File: src/rtl/vga_mode_ctrl.sv
// vga_mode_ctrl: debounced next/prev/auto display-mode sequencer, applied only at VSYNC frame boundaries
module vga_mode_ctrl #(
    parameter int NUM_MODES    = 5,
    parameter int INIT_MODE    = 0,
    parameter int DEBOUNCE_CYC = 1_000_000,
    parameter int AUTO_FRAMES  = 300,
    parameter bit VS_ACT_LOW   = 1'b1
) (
    input  logic       sys_clk,
    input  logic       sys_rst,
    input  logic       btn_next,
    input  logic       btn_prev,
    input  logic       auto_en,
    input  logic       vga_vs,
    output logic [2:0] mode_sel,
    output logic       mode_chg,
    output logic       busy
);
    localparam int DW = $clog2(DEBOUNCE_CYC + 1);
    localparam int FW = $clog2(AUTO_FRAMES + 1);
    localparam logic [2:0] LAST = 3'(NUM_MODES - 1);
    localparam logic [2:0] INIT = 3'(INIT_MODE);
    localparam logic [DW-1:0] DB_END = DW'(DEBOUNCE_CYC - 1);
    localparam logic [FW-1:0] AF_END = FW'(AUTO_FRAMES - 1);

    typedef enum logic [1:0] {S_IDLE, S_PEND, S_APPLY} state_t;

    state_t state, state_nx;
    logic [1:0] sync1, sync2, deb, press;
    logic [DW-1:0] dcnt [2];
    logic [2:0] vs_s;
    logic frame_tick;
    logic [FW-1:0] fcnt;
    logic [2:0] target, t_inc, t_dec;
    logic nxt, prv, manual, auto_adv, diff;

    assign manual   = |press;
    assign nxt      = press[0] & ~press[1];
    assign prv      = press[1] & ~press[0];
    assign auto_adv = auto_en & frame_tick & (fcnt == AF_END) & ~manual;
    assign t_inc    = (target == LAST) ? 3'd0 : target + 3'd1;
    assign t_dec    = (target == 3'd0) ? LAST : target - 3'd1;
    assign diff     = target != mode_sel;
    assign busy     = state != S_IDLE;

    // Button synchronisers and debouncers; index 0 = next, 1 = prev
    always_ff @(posedge sys_clk) begin
        if (sys_rst) begin
            sync1 <= '0;
            sync2 <= '0;
            deb   <= '0;
            press <= '0;
            for (int i = 0; i < 2; i++) dcnt[i] <= '0;
        end else begin
            sync1 <= {btn_prev, btn_next};
            sync2 <= sync1;
            for (int i = 0; i < 2; i++) begin
                press[i] <= 1'b0;
                if (sync2[i] == deb[i]) begin
                    dcnt[i] <= '0;
                end else if (dcnt[i] == DB_END) begin
                    dcnt[i]  <= '0;
                    deb[i]   <= sync2[i];
                    press[i] <= sync2[i];
                end else begin
                    dcnt[i] <= dcnt[i] + 1'b1;
                end
            end
        end
    end

    // VSYNC synchroniser with registered active-edge detect
    always_ff @(posedge sys_clk) begin
        if (sys_rst) begin
            vs_s       <= '0;
            frame_tick <= 1'b0;
        end else begin
            vs_s       <= {vs_s[1:0], vga_vs};
            frame_tick <= VS_ACT_LOW ? (vs_s[2] & ~vs_s[1]) : (vs_s[1] & ~vs_s[2]);
        end
    end

    // Requested mode and slideshow frame counter; manual presses win over auto advance
    always_ff @(posedge sys_clk) begin
        if (sys_rst) begin
            target <= INIT;
            fcnt   <= '0;
        end else begin
            fcnt   <= (!auto_en || manual) ? '0 : !frame_tick ? fcnt : (fcnt == AF_END) ? '0 : fcnt + 1'b1;
            target <= (nxt || auto_adv) ? t_inc : prv ? t_dec : target;
        end
    end

    // FSM state register
    always_ff @(posedge sys_clk) begin
        state <= sys_rst ? S_IDLE : state_nx;
    end

    // FSM next state: wait for a frame boundary while a different target is pending
    always_comb begin
        state_nx = S_IDLE;
        state_nx = (state == S_IDLE) ? (diff ? S_PEND : S_IDLE) :
                   (state == S_PEND) ? (!diff ? S_IDLE : frame_tick ? S_APPLY : S_PEND) : S_IDLE;
    end

    // Commit the target at the close of S_APPLY and flag the change
    always_ff @(posedge sys_clk) begin
        if (sys_rst) begin
            mode_sel <= INIT;
            mode_chg <= 1'b0;
        end else begin
            mode_chg <= (state == S_APPLY) && diff;
            if (state == S_APPLY) mode_sel <= target;
        end
    end
endmodule
File: config.mk
export PLATFORM = sky130hd
export DESIGN_NAME = vga_mode_ctrl
export DESIGN_NICKNAME = d
export VERILOG_FILES = /design/src/rtl/vga_mode_ctrl.sv
export SDC_FILE = /design/constraint.sdc
export NUM_CORES = 1
export LEC_CHECK = 0
export ABC_AREA = 1
export BUFFER_PORTS_ARGS = -buffer_cell sky130_fd_sc_hd__buf_2
export CORE_MARGIN = 3
export CORE_UTILIZATION = 55
export CTS_CLUSTER_DIAMETER = 150
export DETAILED_ROUTE_END_ITERATION = 8
export PLACE_DENSITY_LB_ADDON = 0.12
export SLEW_MARGIN = 10
export SYNTH_ARGS = -nofsm -noshare
export SYNTH_HDL_FRONTEND = slang
export SYNTH_SLANG_ARGS = --single-unit
File: constraint.sdc
create_clock -name sys_clk -period 2.65 [get_ports sys_clk]
set_input_delay 0.53 -clock sys_clk [delete_from_list [all_inputs] [get_ports sys_clk]]
set_output_delay 0.53 -clock sys_clk [all_outputs]
set_load 0.01 [all_outputs]
==> results of run 1 <==
==> synthesized netlist by cell type, drive strengths merged <==
master   n  area share
nand4   13       0.022
nand3b   3      0.0061
buf      4      0.0081
dfxtp   30        0.16
conb     1      0.0010
xnor2   14       0.033
clkbuf   1      0.0010
nand3   22       0.033
or2      4      0.0068
nor4     1      0.0017
nor3b    5       0.010
o2111a   1      0.0030
a31oi    1      0.0017
ha       7       0.024
o211ai   1      0.0020
o21ai    8       0.011
a21oi   24       0.034
clkinv   1      0.0010
xor2     9       0.021
nand2   88       0.098
nor3    15       0.022
mux2i    1      0.0027
edfxtp  40        0.33
inv     58       0.059
nor2    87        0.11
a211oi   1      0.0020
==> kinds of logic (layout without fill, tap and decap cells) <==
group / count (synthesis) / count (layout) / synth area share
flops: 70 / 70 / 0.488
mux: 1 / 1 / 0.00271
buf+inv: 64 / 86 / 0.0691
simple gates: 238 / 238 / 0.308
compound gates: 36 / 36 / 0.0532
other cells: 1 / 40 / 0.00102
fa+ha+maj: 7 / 7 / 0.0237
xor+xnor: 23 / 23 / 0.0546
==> area by class of cell <==
type | count | area (µm²) | share of cell area
clock buffer | 9 | 124 | 0.0298
multi-input combinational | 345 | 1780 | 0.429
sequential | 70 | 1800 | 0.434
timing repair buffer | 11 | 57.6 | 0.0139
tap | 77 | 96.3 | 0.0232
clock inverter | 7 | 68.8 | 0.0166
inverter | 59 | 221 | 0.0533
==> power breakdown <==
part           internal, mW  switching, mW  total [mW]
Clock                 0.439          0.422       0.860
Sequential             1.18         0.0281        1.21
Combinational        0.0277         0.0568      0.0845
==> cells in the final DEF, fill, tap and decap left out, types with 2 or more instances in the layout <==
cell type / n
a21oi_1: 23
buf_2: 10
clkbuf_8: 9
conb_1: 40
dfxtp_1: 30
edfxtp_1: 40
ha_1: 7
inv_1: 50
inv_2: 8
inv_4: 4
nand2_1: 81
nand2_2: 4
nand2_4: 3
nand3_1: 20
nand3_2: 2
nand3b_1: 3
nand4_1: 13
nor2_1: 75
nor2_2: 5
nor2_4: 6
nor3_1: 14
nor3b_1: 5
o21ai_0: 8
or2_2: 3
xnor2_1: 14
xor2_1: 9
==> worst register-to-register path, delay by kind of cell (launching register included) <==
kind	cells	cell delay, ps
AND/OR/NAND/NOR	7	850
flip-flops	1	370
adder cells (fa/ha/maj)	1	170
buffers and inverters	1	250
==> flip-flops by register name (all words and copies together), names as in the netlist <==
signal / flops
sync1: 2
mode_chg: 1
dcnt: 40
press: 2
deb: 2
vs_s: 3
fcnt: 9
mode_sel: 3
target: 3
frame_tick: 1
state: 2
sync2: 2
==> per-stage QoR <==
stage          instance area (µm²)  hold slack (ps)  utilization  cells
6_report                      4150              399        0.646    578
5_1_grt                       4150              405        0.646    578
4_1_cts                       4150              380        0.646    578
3_5_place_dp                  3960              401        0.616    562
3_3_place_gp                  3960              394        0.616    562
2_1_floorplan                 3840              388            -    479
==> final timing paths <==
| path | to | depth (start not counted) |
|---|---|---|
| worst max-delay path | dcnt[1][14] | 9 |
| worst max register to register | dcnt[1][14] | 9 |
| worst min-delay path | vs_s[0] | 3 |
| worst min register to register | sync2[1] | 2 |
==> routing by layer <==
| metal | vias to the layer above | routed length [µm] | GRT usage |
|---|---|---|---|
| met3 | 11 | 190 | 0.0339 |
| li1 | 1504 | - | - |
| met1 | 1244 | 2960 | 0.224 |
| met4 | 0 | 105 | 0.0837 |
| met5 | - | 0 | 0 |
| met2 | 40 | 2940 | 0.295 |
==> impl_metrics.json, run 1 <==
{
  "hp-class": "primary input to flip-flop",
  "wl_per_cell_um": 10.7,
  "setup_viol": 0,
  "post-route-min-period_ps": 1890,
  "firstDrtPassIters": 4,
  "dp_hpwl_mm": 4.58,
  "cts_made_buffers": 9,
  "start_util": 0.575,
  "rr_startpoint": "dcnt[1][0]",
  "cp_common_cell": "nand2_1",
  "ir_drop_v": 0.000276,
  "cts_hold_buf": 0,
  "nets": 509,
  "vias": 2799,
  "status": "complete, no violations",
  "pwr_density_cell_nw_per_um2": 518,
  "viasPerCell": 4.84,
  "critPathMaxStageDelay_ps": 370,
  "drt-total-wl_mm": 6.20,
  "path_buf_inv": 1,
  "ant_nets": 0,
  "drive_gt1_frac": 0.122,
  "io_buffers": 10,
  "startpoint": "dcnt[1][0]",
  "grt_pass1_vias": 2577,
  "diodes": 0,
  "skew_ps": 8.60,
  "std_cell_rows": 29,
  "power_leakage_nw": 1.73,
  "yosysWarnings": 0,
  "gr-total-overflow": 0,
  "root_buffer": "clkbuf_8",
  "h-tree-depth": 3,
  "syn2layout_area_growth_pct": 12.4,
  "drtIter0Drc": 112,
  "crit_required_ps": 2740,
  "critPathArrivalTime_ps": 1980,
  "track_usage": 0.178,
  "power_mw": 2.15,
  "io_pins": 11,
  "holdCritStartpoint": "vga_vs",
  "die_w_um": 87.9,
  "dp_slack_ps": 538,
  "rsz0062_at_grt": "no",
  "r2r_slack_ps": 760,
  "synthCells": 440,
  "crit_slowest_cell": "edfxtp_1",
  "ctsResizeCount": 0,
  "crit_fanout": 13,
  "grt_max_degree": 19,
  "worst_setup_path_start_kind": "flip-flop",
  "clk_latency_ps": 340,
  "critPathCaptureType": "flip-flop",
  "place_congestion": 0.873,
  "clockBufferDepth": 2,
  "syn_area_um2": 3690,
  "fin_ws_ps": 757,
  "post-cts-setup-buffers": 0,
  "avgSynthCellArea_um2": 8.39,
  "hold_viol": 0,
  "crit_type": "flip-flop to flip-flop",
  "finalSetupTns_ps": 0,
  "max_cap_viol_count": 0,
  "crit_chain": "ha_1 -> nand2_1 -> nor2_4 -> nand3_2 -> nor2_1 -> nand3_1 -> nand2_1 -> buf_4 -> nor3_1",
  "cts_num_sinks": 70,
  "synthDistinctLibCells": 38,
  "core-area_um2": 6420,
  "fmax_ghz": 0.528,
  "cts_tree": "yes",
  "clk_pin_slew_ps": 80,
  "antenna_found_initial": 0,
  "die_area_um2": 7730,
  "critical-path-top-delay-family": "simple AND/OR/NAND/NOR gates",
  "ys_ff_latch": 70,
  "maxSlewViolCount": 0,
  "seq_area_frac_synth": 0.488,
  "drc": 0,
  "period_share": 0.714,
  "grt_first_pass_wirelength_mm": 10.8,
  "n_fill_cell": 555,
  "dieHeight_um": 87.9
}
No activity file was read; power rests on OpenSTA's default activity.
==> inputs of run 2 (changes only) <==
==> constraint.sdc (replaced) <==
create_clock -name sys_clk -period 2 [get_ports sys_clk]
set_input_delay 0.4 -clock sys_clk [delete_from_list [all_inputs] [get_ports sys_clk]]
set_output_delay 0.4 -clock sys_clk [all_outputs]
set_load 0.01 [all_outputs]
==> run 2 against run 1 <==
Net effect:
- clock skew down 2.3 ps
- wire length up 1.5%
- worst setup slack worse by 470 ps
- hold slack worse by 130 ps
- via count up 2.7%
- cell count unchanged
- critical endpoint is now dcnt[0][14]
==> impl_metrics.json, run 2 (synthesis results as in run 1) <==
{
  "fin_ws_ps": 286,
  "h-tree-depth": 3,
  "final_util": 0.648,
  "syn2layout_area_growth_pct": 12.8,
  "design_area_um2": 4160,
  "crit_required_ps": 2100,
  "ctsResizeCount": 0,
  "track_usage": 0.182,
  "hold_viol": 0,
  "io_buffers": 10,
  "pwr_density_cell_nw_per_um2": 671,
  "vias": 2874,
  "hp-class": "primary input to flip-flop",
  "clk_pin_slew_ps": 70,
  "worst_setup_path_start_kind": "flip-flop",
  "nets": 509,
  "max_cap_viol_count": 0,
  "skew_ps": 6.31,
  "clockBufferDepth": 2,
  "cts_tree": "yes",
  "root_buffer": "clkbuf_8",
  "start_util": 0.575,
  "gr-total-overflow": 0,
  "busiest_layer": "met2",
  "antenna_found_initial": 0,
  "drtIter0Drc": 148,
  "die_area_um2": 7730,
  "cts_num_sinks": 70,
  "post-route-min-period_ps": 1710,
  "final_cell_mix": "nand2_1 (81), nor2_1 (75), inv_1 (50)",
  "grt_pass1_vias": 2735,
  "critPathCaptureType": "flip-flop",
  "viasPerCell": 4.97,
  "ir_drop_v": 0.000590,
  "drc": 0,
  "setup_viol": 0,
  "cts_made_buffers": 9,
  "fmax_ghz": 0.584,
  "top_regs": "dcnt x40, fcnt x9",
  "grt_first_pass_wirelength_mm": 11.2,
  "finalSetupTns_ps": 0,
  "io_pins": 11,
  "critPathArrivalTime_ps": 1810,
  "crit_fanout": 5,
  "drive_gt1_frac": 0.120,
  "crit_type": "flip-flop to flip-flop",
  "hold_slack_ps": 264,
  "diodes": 0,
  "drt-total-wl_mm": 6.29,
  "grt_max_degree": 21,
  "placed_cell_area_um2": 3970,
  "cts_hold_buf": 0,
  "power_mw": 2.79,
  "r2r_cells": 10,
  "rsz0062_at_grt": "no",
  "layout.cells.non_filler": 578,
  "core-area_um2": 6420,
  "ant_nets": 0,
  "die_w_um": 87.9,
  "maxSlewViolCount": 0,
  "status": "complete, no violations",
  "firstDrtPassIters": 5,
  "wl_per_cell_um": 10.9,
  "place_congestion": 0.823,
  "dieHeight_um": 87.9,
  "std_cell_rows": 29,
  "dp_slack_ps": 243,
  "grt_use_met2": 0.308,
  "dp_hpwl_mm": 4.75,
  "placedCellCount": 562,
  "met1_usage": 0.220,
  "largest_reg_flops": 40,
  "largest_register": "dcnt",
  "hold_path_depth": 3,
  "power_leakage_nw": 1.73,
  "n_fill_cell": 567,
  "clk_latency_ps": 340,
  "mostFrequentLayoutCell": "nand2_1",
  "period_share": 0.857,
  "post-cts-setup-buffers": 0,
  "grt_use_met3": 0.0555
}
[run 2: worst paths after layout]
kind              startpoint          end  slack (ps)
setup reg to reg  dcnt[0][0]  dcnt[0][14]         290
hold reg to reg     sync1[1]     sync2[1]         410
setup / recovery  dcnt[0][0]  dcnt[0][14]         290
hold / removal        vga_vs      vs_s[0]         260
[run 2: layer usage]
metal | part of all wire | routed length [µm] | vias to the layer above
met2 | 0.48 | 3030 | 45
met5 | 0 | 0 | -
li1 | - | - | 1500
met1 | 0.47 | 2950 | 1319
met3 | 0.033 | 210 | 10
met4 | 0.015 | 97 | 0
[run 2: critical path, stage by stage, from the launching register on]
cell and delay (ps):
edfxtp_1 380, ha_1 180, nand2_1 100, nor2_4 140, nand2_4 100, nor2_8 120
nand2_4 90, nor2_1 170, nand2_1 80, nand3_1 90, a21oi_1 50
[run 2: report_power, final]
part	leakage (nW)	internal [mW]	switching, mW	total, mW
clock	0.102	0.561	0.517	1.08
combinational	0.976	0.0380	0.0772	0.115
sequential	0.656	1.56	0.0376	1.60
total	1.73	2.16	0.632	2.79
[run 2: layout make-up]
class | count | area (µm²) | area share
Timing Repair Buffer | 11 | 70.1 | 0.0168
Multi-Input combinational cell | 345 | 1780 | 0.428
Inverter | 59 | 221 | 0.0532
Tap cell | 77 | 96.3 | 0.0231
Sequential cell | 70 | 1800 | 0.433
Clock buffer | 12 | 166 | 0.0400
Clock inverter | 4 | 26.3 | 0.00631
